## src/rtl/demux2_stream.sv

```systemverilog
// Two-way stream demultiplexer: each input word is steered by S into one of two
// independent one-entry output registers, each with its own delivered-word counter.
module demux2_stream #(
  parameter int width     = 32,
  parameter int cnt_width = 16
) (
  input  logic                 CLK,
  input  logic                 ASYNCRESETN,
  input  logic [width-1:0]     I,
  input  logic                 S,
  input  logic                 I_valid,
  output logic                 I_ready,
  output logic [width-1:0]     O0,
  output logic                 O0_valid,
  input  logic                 O0_ready,
  output logic [cnt_width-1:0] O0_count,
  output logic [width-1:0]     O1,
  output logic                 O1_valid,
  input  logic                 O1_ready,
  output logic [cnt_width-1:0] O1_count
);

  // Handshake: a word moves on any port in a cycle where valid && ready at the
  // rising edge; a producer holds data stable while valid && !ready, and ready
  // may depend combinationally on the consumer side but never on valid.

  logic [1:0]           v_q, v_d;
  logic [width-1:0]     d_q [2];
  logic [width-1:0]     d_d [2];
  logic [cnt_width-1:0] c_q [2];
  logic [cnt_width-1:0] c_d [2];
  logic [1:0]           rdy;
  logic [1:0]           free;

  always_comb begin
    rdy     = {O1_ready, O0_ready};
    free    = ~v_q | rdy;
    // Only the selected branch gates acceptance, so a stalled branch cannot block the other.
    I_ready = free[S];
    v_d     = v_q;
    d_d     = d_q;
    c_d     = c_q;
    for (int k = 0; k < 2; k++) begin
      if (v_q[k] && rdy[k]) begin
        v_d[k] = 1'b0;
        c_d[k] = c_q[k] + 1'b1;
      end
      // A load after a drain in the same cycle keeps the branch valid with the new word.
      if (I_valid && I_ready && (S == 1'(k))) begin
        v_d[k] = 1'b1;
        d_d[k] = I;
      end
    end
  end

  always_ff @(posedge CLK or negedge ASYNCRESETN) begin
    if (!ASYNCRESETN) begin
      v_q <= '0;
      d_q <= '{default: '0};
      c_q <= '{default: '0};
    end else begin
      v_q <= v_d;
      d_q <= d_d;
      c_q <= c_d;
    end
  end

  assign O0       = d_q[0];
  assign O1       = d_q[1];
  assign O0_valid = v_q[0];
  assign O1_valid = v_q[1];
  assign O0_count = c_q[0];
  assign O1_count = c_q[1];

endmodule

```

## config.mk

```make
export PLATFORM = sky130hd
export DESIGN_NAME = demux2_stream
export DESIGN_NICKNAME = d
export VERILOG_FILES = /design/src/rtl/demux2_stream.sv
export SDC_FILE = /design/constraint.sdc
export NUM_CORES = 1
export LEC_CHECK = 0
export ABC_AREA = 1
export BUFFER_PORTS_ARGS = -buffer_cell sky130_fd_sc_hd__buf_2
export CAP_MARGIN = 20
export CORE_UTILIZATION = 45
export DETAILED_ROUTE_END_ITERATION = 7
export PLACE_DENSITY = 0.85
export SLEW_MARGIN = 20
export SYNTH_ARGS = -nofsm -noshare
export SYNTH_HDL_FRONTEND = slang
export SYNTH_SLANG_ARGS = --single-unit
export TNS_END_PERCENT = 50
```

## constraint.sdc

```tcl
create_clock -name CLK -period 1.39 [get_ports CLK]
set_clock_uncertainty 0.2 [all_clocks]
set_input_delay 0.0695 -clock CLK [delete_from_list [all_inputs] [get_ports CLK]]
set_output_delay 0.0695 -clock CLK [all_outputs]
set_load 0.03 [all_outputs]
```

==> impl_results.md <==
* Grt total ovfl at 0
* Mapped Cells at 436
* Flop2flop setup slack at -0.07 ns
* CTS tree: yes
* Nets at 682
* Worst hold slack at -0.154 ns
* Post-route setup slack at -0.102 ns
* Die Area at 9650 um^2
* Post-route ant nets at 0
* Number of port buffers at 136
* Share of the synthesized area in the top cell type at 58.9%
* Final core occ at 72.4%
* Commonest cells in the netlist: nand2_1, dfrtp_1, inv_1, o21ai_1, o21ai_2
* Crit start category: flip-flop
* Placed instance area at 5160 um^2
* Total Wirelength at 12300 um
* Synth cell types at 26
* Sequential share of the synthesized area at 58.9%
* Comb pwr share at 34.6%
* Largest net degree at the start of global routing at 49
* Final setup viols at 21
* Drt first-iter violations at 115
* Critical Path AT at 1.22 ns
* Failing checks: DRC, hold timing, setup timing
* Die width at 98.2 um
* Final TNS setup at -0.623 ns
* Worst min path class: in -> reg
* All-layer global routing usage at 22.5%
* Clk root buf: clkbuf_8
* Worst VDD drop at 0.671 mV
* Clk_lat worst skew at 0.35 ns
* Sw Ratio at 39.1%
* Dpl hpwl at 6930 um
* Initial antenna violation count at 0
* Yosys synthesis warning count at 0
* Num CTS Buffers at 9
* Post-synth top area cell: dfrtp_1
* # diodes at 0
* Power density over cell area at 1310 nW/um^2
* Critical-path maximum fanout at 3
* TritonRoute pass-1 iters at 8
* Placed insts at 683
* Tcrit/Tclk final at 107%
* Max Freq at 670 MHz
* DR WL/cell at 16.3 um
* Syn_area_per_cell at 9.56 um^2
* Status: complete, but fails checks
* Final min period at 1.49 ns
* DR DRC count at 8
* Slew margin rel. at 80.5%
* Via density at 5.11
* Worst Path Required at 1.12 ns
* #FFs+latches synth at 98
* Vias post-DR at 3858
* Clock sinks at 98
* Initial Utilization at 47.1%
* H-tree depth at 3
* Vias in the first global route at 3702
* Post-synth top flop: dfrtp_1
* DP Worst Slack at -0.0544 ns
* Final cell count without fillers at 755
* Die Ht at 98.2 um
* Ports at 137
* Psw at 3.29 mW
* Syn_nets at 476
* Count leader, synth: nand2_1
* Maxcap violations at 0
* Max Slew Vio Count at 0
* Synthesized area at 4170 um^2
* Clock Path Buffers at 2
* Num rows at 34
* Clk network pwr share at 20.5%
* Core area at 8850 um^2
* Least-Margin Pin Slew at 0.291 ns
* Crit Path Class: reg -> out
* First-pass GRT wire length at 17300 um
* RSZ-0062 raised after global routing: true
* Total Power at 8.40 mW
* CP Capture Type: output pin
* Sequential power share at 44.9%
* Static Leakage at 3.31 nW
* Clock-pin slew on the worst setup and hold paths at 0.09 ns
* Ys async rst share at 100%
* Routability cong. at 0.854
* Area delta synth->final at 53.8%
* Internal power at 5.11 mW
* Largest cells by area after synthesis: dfrtp_1, nand2_1, inv_1
* Fin area at 6410 um^2
* Post-synth EDFFs at 0
* Final Hold Vio Count at 30
* Share of layout cells above drive strength 1 at 51.2%
-- area by class of cell --
class | instances | area, um^2
fillers | 631 | 2440
clock inverters | 6 | 50.0
flip-flops and latches | 98 | 2480
clock buffers | 10 | 128
repair buffers | 209 | 1560
well taps | 108 | 135
multi-input cells | 270 | 1860
inverters | 54 | 203
-- what timing repair did --
| action | 4_1_cts | 5_1_grt |
|---|---|---|
| gates cloned | 0 | 12 |
| resized for setup | 14 | 119 |
| endpoints found under the hold margin | 175 | 27 |
| hold buffers | 34 | 1 |
| pin swaps | 5 | 15 |
| setup endpoints to repair | 15 | 84 |
| buffers inserted | 3 | 7 |
-- power by group through the flow --
stage	combinational [mW]	sequential, mW	clock (mW)
finish	2.91	3.77	1.72
global route	3.10	3.82	1.91
CTS	2.53	3.67	1.76
detailed placement	2.39	3.71	0
global placement	2.34	3.69	0
floorplan	0.637	4.59	0
-- metal layers --
metal,track usage [%],wire length [um],up-vias
li1,-,-,1791
met1,27.8,4930,1882
met2,39.4,6430,145
met3,3.44,565,40
met4,9.76,416,0
met5,0,0,-
-- cell families after synthesis --
family / count (synthesis) / share of synthesized area (%)
AOI/OAI and AO/OA: 67 / 9.88
xor gates and xnor gates: 20 / 4.20
adders and majority gates: 2 / 0.601
and+or+nand+nor: 181 / 18.9
DFF: 98 / 58.9
buffers and inverters: 68 / 7.57
-- cell usage in the layout (no fill, tap or decap), drive strengths merged, types with 5 or more instances in the layout --
cell         netlist  layout
buf               12     169
nand2            125     125
dfrtp             98      98
o21ai             66      66
inv               54      56
dlygate4sd3        0      34
nor2              25      25
clkbuf             2      16
nand3             15      15
xor2              10      10
xnor2             10      10
nand4              7       7
nand3b             5       5
-- sequential cells by signal (all words and copies together) (netlist names) --
register / cells
O0_count: 16
O0: 32
v_q: 2
O1: 32
O1_count: 16
-- worst max-delay path, cell delays in order (launching register included) --
cell	delay, ns
dfrtp_2	0.42
nand2_2	0.08
nor2_2	0.04
a31oi_2	0.18
buf_6	0.16
-- path summary, 6_finish.rpt --
check | end | from | cells after the start
max | I_ready | v_q[0] | 4
min in group asynchronous | O1[11] | ASYNCRESETN | 2
max reg2reg | O1[15] | v_q[1] | 6
max in group asynchronous | O1_count[6] | ASYNCRESETN | 3
min | v_q[0] | O0_ready | 4
min reg2reg | O1[25] | O1[25] | 2
Power figures use the tool's default switching activity.
